### src/rtl/pulse_pkg.sv
// Shared types and defaults for the pulse stretcher slice.
package pulse_pkg;
  localparam int unsigned CNT_W_DEF = 16;

  typedef enum logic [1:0] {
    IDLE = 2'd0,
    HIGH = 2'd1,
    GAP  = 2'd2
  } state_e;
endpackage

### src/rtl/pulse_stretcher_if.sv
// Control-side bundle of the pulse stretcher: trigger/config in, stretched level and status out.
interface pulse_stretcher_if
  import pulse_pkg::*;
#(
  parameter int unsigned CNT_W = CNT_W_DEF
);
  logic             trig;
  logic [CNT_W-1:0] len;
  logic [CNT_W-1:0] gap;
  logic             retrig_en;
  logic             level_out;
  logic             busy;
  logic             done;
  logic             dropped;

  modport master (
    output trig, len, gap, retrig_en,
    input  level_out, busy, done, dropped
  );

  modport slave (
    input  trig, len, gap, retrig_en,
    output level_out, busy, done, dropped
  );
endinterface

### src/rtl/load_down_counter.sv
// Loadable down-counter shared by the HIGH and GAP phases; flags a value of one.
module load_down_counter #(
  parameter int unsigned CNT_W = 16
) (
  input  logic             clk,
  input  logic             rst_n,
  input  logic             load_i,
  input  logic [CNT_W-1:0] load_val_i,
  input  logic             dec_i,
  output logic             is_one_o
);
  logic [CNT_W-1:0] cnt_q, cnt_d;

  // Decrement only from two or more, so the count never wraps.
  always_comb begin
    cnt_d = cnt_q;
    if (load_i)
      cnt_d = load_val_i;
    else if (dec_i && (cnt_q > CNT_W'(1)))
      cnt_d = cnt_q - CNT_W'(1);
  end

  always_ff @(posedge clk or negedge rst_n) begin
    if (!rst_n) cnt_q <= '0;
    else        cnt_q <= cnt_d;
  end

  assign is_one_o = (cnt_q == CNT_W'(1));
endmodule

### src/rtl/pulse_stretcher.sv
// Stretches single-cycle strobes into a high level of programmable length plus an optional low holdoff.
module pulse_stretcher
  import pulse_pkg::*;
#(
  parameter int unsigned CNT_W = CNT_W_DEF
) (
  input  logic              clk,
  input  logic              rst_n,
  pulse_stretcher_if.slave  bus
);
  state_e           state_q, state_d;
  logic [CNT_W-1:0] gap_q, gap_d;
  logic             done_q, done_d;
  logic             dropped_q, dropped_d;
  logic             load, dec, is_one;
  logic [CNT_W-1:0] load_val;

  load_down_counter #(.CNT_W(CNT_W)) u_cnt (
    .clk        (clk),
    .rst_n      (rst_n),
    .load_i     (load),
    .load_val_i (load_val),
    .dec_i      (dec),
    .is_one_o   (is_one)
  );

  always_comb begin
    state_d   = state_q;
    gap_d     = gap_q;
    done_d    = 1'b0;
    dropped_d = 1'b0;
    load      = 1'b0;
    load_val  = bus.len;
    dec       = 1'b0;
    unique case (state_q)
      IDLE: begin
        if (bus.trig) begin
          if (bus.len != '0) begin
            load    = 1'b1;
            gap_d   = bus.gap;
            state_d = HIGH;
          end else begin
            dropped_d = 1'b1;
          end
        end
      end
      HIGH: begin
        // An accepted reload takes priority over the final-cycle exit.
        if (bus.trig && bus.retrig_en && (bus.len != '0)) begin
          load = 1'b1;
        end else begin
          dropped_d = bus.trig;
          if (is_one) begin
            done_d = 1'b1;
            if (gap_q != '0) begin
              load     = 1'b1;
              load_val = gap_q;
              state_d  = GAP;
            end else begin
              state_d = IDLE;
            end
          end else begin
            dec = 1'b1;
          end
        end
      end
      GAP: begin
        dropped_d = bus.trig;
        if (is_one) state_d = IDLE;
        else        dec     = 1'b1;
      end
      default: state_d = IDLE;
    endcase
  end

  always_ff @(posedge clk or negedge rst_n) begin
    if (!rst_n) begin
      state_q   <= IDLE;
      gap_q     <= '0;
      done_q    <= 1'b0;
      dropped_q <= 1'b0;
    end else begin
      state_q   <= state_d;
      gap_q     <= gap_d;
      done_q    <= done_d;
      dropped_q <= dropped_d;
    end
  end

  assign bus.level_out = (state_q == HIGH);
  assign bus.busy      = (state_q != IDLE);
  assign bus.done      = done_q;
  assign bus.dropped   = dropped_q;
endmodule
### src/flat_wrapper.sv
// flat-port wrapper written by rule: the top's interface ports become plain ports
module pulse_stretcher_flat import pulse_pkg::*;
#(
  parameter int unsigned CNT_W = CNT_W_DEF
)
  (clk, rst_n, bus_trig, bus_len, bus_gap, bus_retrig_en, bus_level_out, bus_busy, bus_done, bus_dropped);
  pulse_stretcher_if #(.CNT_W(CNT_W)) bus_i ();
  input  logic clk;
  input  logic rst_n;
  input wire logic [$bits(bus_i.trig)-1:0] bus_trig;
  input wire logic [$bits(bus_i.len)-1:0] bus_len;
  input wire logic [$bits(bus_i.gap)-1:0] bus_gap;
  input wire logic [$bits(bus_i.retrig_en)-1:0] bus_retrig_en;
  output wire logic [$bits(bus_i.level_out)-1:0] bus_level_out;
  output wire logic [$bits(bus_i.busy)-1:0] bus_busy;
  output wire logic [$bits(bus_i.done)-1:0] bus_done;
  output wire logic [$bits(bus_i.dropped)-1:0] bus_dropped;
  assign bus_i.trig = bus_trig;
  assign bus_i.len = bus_len;
  assign bus_i.gap = bus_gap;
  assign bus_i.retrig_en = bus_retrig_en;
  assign bus_level_out = bus_i.level_out;
  assign bus_busy = bus_i.busy;
  assign bus_done = bus_i.done;
  assign bus_dropped = bus_i.dropped;
  pulse_stretcher #(.CNT_W(CNT_W)) u_core (.clk(clk), .rst_n(rst_n), .bus(bus_i));
endmodule
### config.mk
export PLATFORM = sky130hd
export DESIGN_NAME = pulse_stretcher_flat
export DESIGN_NICKNAME = d
export VERILOG_FILES = /design/src/rtl/pulse_pkg.sv /design/src/rtl/pulse_stretcher_if.sv /design/src/rtl/load_down_counter.sv /design/src/rtl/pulse_stretcher.sv /design/src/flat_wrapper.sv
export SDC_FILE = /design/constraint.sdc
export NUM_CORES = 1
export LEC_CHECK = 0
export CAP_MARGIN = 10
export CORE_MARGIN = 1.5
export CORE_UTILIZATION = 52
export CTS_CLUSTER_DIAMETER = 30
export DETAILED_ROUTE_END_ITERATION = 10
export GPL_TIMING_DRIVEN = 0
export PLACE_DENSITY = 0.79
export SYNTH_ARGS = -nofsm -noshare
export SYNTH_HDL_FRONTEND = slang
export SYNTH_SLANG_ARGS = --single-unit
### constraint.sdc
create_clock -name clk -period 2.7 [get_ports clk]
set_clock_uncertainty 0.05 [all_clocks]
set_input_delay 0.54 -clock clk [delete_from_list [all_inputs] [get_ports clk]]
set_output_delay 0.54 -clock clk [all_outputs]
set_load 0.02 [all_outputs]
==> results.cfg <==
[status]
outcome = complete, no violations

[clock_tree]
h-tree-depth = 2
cts_hold_buffers = 0
cts.clk_slew.worst_paths_ns = 0.08
cts_tree = done
cts-root-buf = clkbuf_8
clock_sinks = 36
numCtsBuffers = 5
clk_latency_ns = 0.30
cts.path.max_buffers = 2

[placement]
globalplace.congestion = 0.866
portBuffers = 39
hpwl_um = 3970
post-place-ws_ns = -0.611
placedInstanceArea_sq_um = 2610

[setup_path]
critPathArrivalTime_ns = 2.81
cpPeakStageDelay_ns = 0.59
cp-end-kind = flop
crit_family = simple AND/OR/NAND/NOR gates
critical_path_class = input port to flop
path_buf_inv = 2
cp_max_fo = 3
required_ns = 2.87
cpMaxStageDelayCell = or4_4
path_cells = dlygate4sd2_1 -> or4_4 -> o41ai_4 -> or3b_4 -> buf_6 -> and3_4 -> mux2_4 -> a211oi_2
startpoint_type = input port

[sta]
finalCriticalPeriod_ns = 2.64
post-route-period-util = 0.978
setup_violations = 0
tightest_slew_ns = 0.811
setup_ws_ns = 0.0601
relSlewSlack = 0.459
hold_viol = 0
grt_setup_unrepaired = false
fmax_ghz = 0.379
maxSlewViolCount = 0

[power_and_ir_drop]
power_mw = 2.72
seqPwrFrac = 0.395
clkPwrFrac = 0.194
p_leak_nw = 1.22
p_switching_mw = 1.02
p_sw_frac = 0.376
ir_drop_mv = 0.672
power_frac_comb = 0.411
intPower_mw = 1.70
power-per-cell-area_nw_per_um2 = 935

[routing]
drtIter0Drc = 142
routed_wirelength_um = 5600
via_count = 1822
ant_nets = 0
viasPerCell = 5.97
firstDrtPassIters = 4
drc_errors = 0
wl_per_cell_um = 18.4

[run]
drv_cap = 0

[synth]
netlist_area_sq_um = 2170
synth_warnings = 0
syn_inst = 202
async_flop_share = 1.00
ys_ff_latch = 36
synth_edf_count = 0
syn_avg_cell_area_sq_um = 10.7
ys_seq_area_frac = 0.416
ys_types = 44
synth_nets = 244
ys_dominant_reg_cell = dfrtp_1

[layout]
final.fill_count = 256
nets = 296
design_area_sq_um = 2910
syn_to_final_growth_pct = 34.5
num_antenna_cells = 0
drive_above_1_share = 0.255

[global_routing]
grtUsageTotal = 0.268
grt_pass1_vias = 1798
antenna_found_initial = 0
overflow = 0
grt_start_max_net_pins = 37
grt_pass1_wl_um = 8820

[die]
die_h_um = 67.5
core_sq_um = 4000
start_util = 0.541
chipWidth_um = 67.5
row_count = 23
ios = 40
dieArea_sq_um = 4560

[min_path]
min_path_type = input port to asynchronous set/reset pin
## registers in the layout, summed over array words and instances (netlist names)
signal              cells
u_core.bus.dropped      1
u_core.gap_q           16
u_core.u_cnt.cnt_q     16
u_core.bus.done         1
u_core.state_q          2
## synthesized netlist by cell type, drive strengths merged, types with 2 or more instances
library cell / number / share of area
mux2: 18 / 0.094
o41ai: 2 / 0.025
nor2: 15 / 0.026
or2: 2 / 0.0058
and2: 4 / 0.012
dfrtp: 36 / 0.42
a21oi: 12 / 0.028
inv: 6 / 0.010
nand4b: 2 / 0.0081
or4: 4 / 0.019
o21ai: 2 / 0.0064
and3: 2 / 0.0087
a211oi: 5 / 0.017
nand2: 5 / 0.0087
o22ai: 8 / 0.023
mux2i: 5 / 0.023
xor2: 13 / 0.053
nand4: 8 / 0.026
nor3: 8 / 0.018
buf: 7 / 0.024
o21a: 2 / 0.0069
nand3: 6 / 0.014
ha: 6 / 0.035
nor4: 10 / 0.032
and4: 3 / 0.012
## kinds of logic after synthesis
family / after synthesis / share of synthesized area
AND/OR/NAND/NOR: 73 / 0.203
AO/OA/AOI/OAI: 36 / 0.136
flip-flops: 36 / 0.416
multiplexers: 23 / 0.117
XOR/XNOR: 14 / 0.0566
buffers and inverters: 14 / 0.0364
adder cells (fa/ha/maj): 6 / 0.0347
## final cells by class
class,instances,area (sq um),area share
tap,50,62.6,0.0215
inverter,6,22.5,0.00773
clock buffer,7,96.3,0.0331
multi-input combinational,152,1270,0.437
sequential,36,901,0.309
clock inverter,1,30.0,0.0103
buffer,6,47.5,0.0163
timing repair buffer,47,479,0.165
## routing by layer
metal  GRT usage  wire, um
met5           0         0
met4      0.0995       131
met3      0.0500       316
met2       0.436      2700
met1       0.354      2450
## path summary, 6_finish.rpt
path	start	endpoint	slack, ns	depth (start not counted)
min	rst_n	u_core.gap_q[0]$_DFFE_PN0P_	0.28	1
max	bus_len[10]	u_core.u_cnt.cnt_q[1]$_DFFE_PN0P_	0.06	8
min in group clk	u_core.u_cnt.cnt_q[3]$_DFFE_PN0P_	u_core.u_cnt.cnt_q[3]$_DFFE_PN0P_	0.48	1
max reg2reg	u_core.u_cnt.cnt_q[13]$_DFFE_PN0P_	u_core.u_cnt.cnt_q[14]$_DFFE_PN0P_	0.13	7
min reg2reg	u_core.u_cnt.cnt_q[3]$_DFFE_PN0P_	u_core.u_cnt.cnt_q[3]$_DFFE_PN0P_	0.48	1
max in group asynchronous	rst_n	u_core.gap_q[10]$_DFFE_PN0P_	1.81	1
## worst register-to-register path, stage by stage (launching register included)
cell and delay, ns:
dfrtp_1 0.43, nor4_4 0.42, and2_1 0.35, and4_1 0.40, mux2_4 0.37, buf_6 0.16
o22ai_1 0.22, a21oi_1 0.06
## placed cells by master, fill, tap and decap left out, types with 2 or more instances in the layout
cell and count:
a21oi_1 11, a211oi_1 3, dfrtp_1 36, nor2_4 2, ha_1 6, nor4_1 8
mux2_2 16, o22ai_2 2, mux2_4 2, a211oi_2 2, clkbuf_8 7, or2_2 2
buf_4 6, buf_6 4, nand4_1 7, inv_1 6, and2_1 3, dlygate4sd2_1 6
nand2_1 5, nand4b_1 2, and4_1 3, o41ai_4 2, clkdlybuf4s50_1 22, o22ai_1 6
buf_2 3, nand3_1 5, o21a_1 2, dlymetal6s2s_1 10, nor2_1 13, nor3_1 8
mux2i_1 4, xor2_1 13, or4_4 4
## per-stage QoR
step	std cells	setup TNS, ns	utilization	hold WS, ns
finish	305	0	0.728	0.276
global route	305	0	0.728	0.360
CTS	305	-0.000892	0.709	0.305
detailed placement	291	-14.22	0.653	0.475
global placement	291	-13.88	0.655	0.464
floorplan	202	0	-	0.194
## power groups by stage
| stage | Clock (mW) | Combinational (mW) | Sequential, mW |
|---|---|---|---|
| after global placement | 0 | 0.983 | 1.04 |
| after CTS | 0.533 | 1.08 | 1.06 |
| after detailed placement | 0 | 1.02 | 1.06 |
| after global routing | 0.557 | 1.22 | 1.10 |
| final | 0.527 | 1.12 | 1.08 |
| after floorplan | 0 | 0.754 | 0.991 |
## repair_timing
action                     in CTS  in global routing
setup buffers                   8                  0
setup endpoints to repair      28                 27
gates resized for setup        16                 21
pin swaps                      11                 10
(Power assumes the default switching activity.)
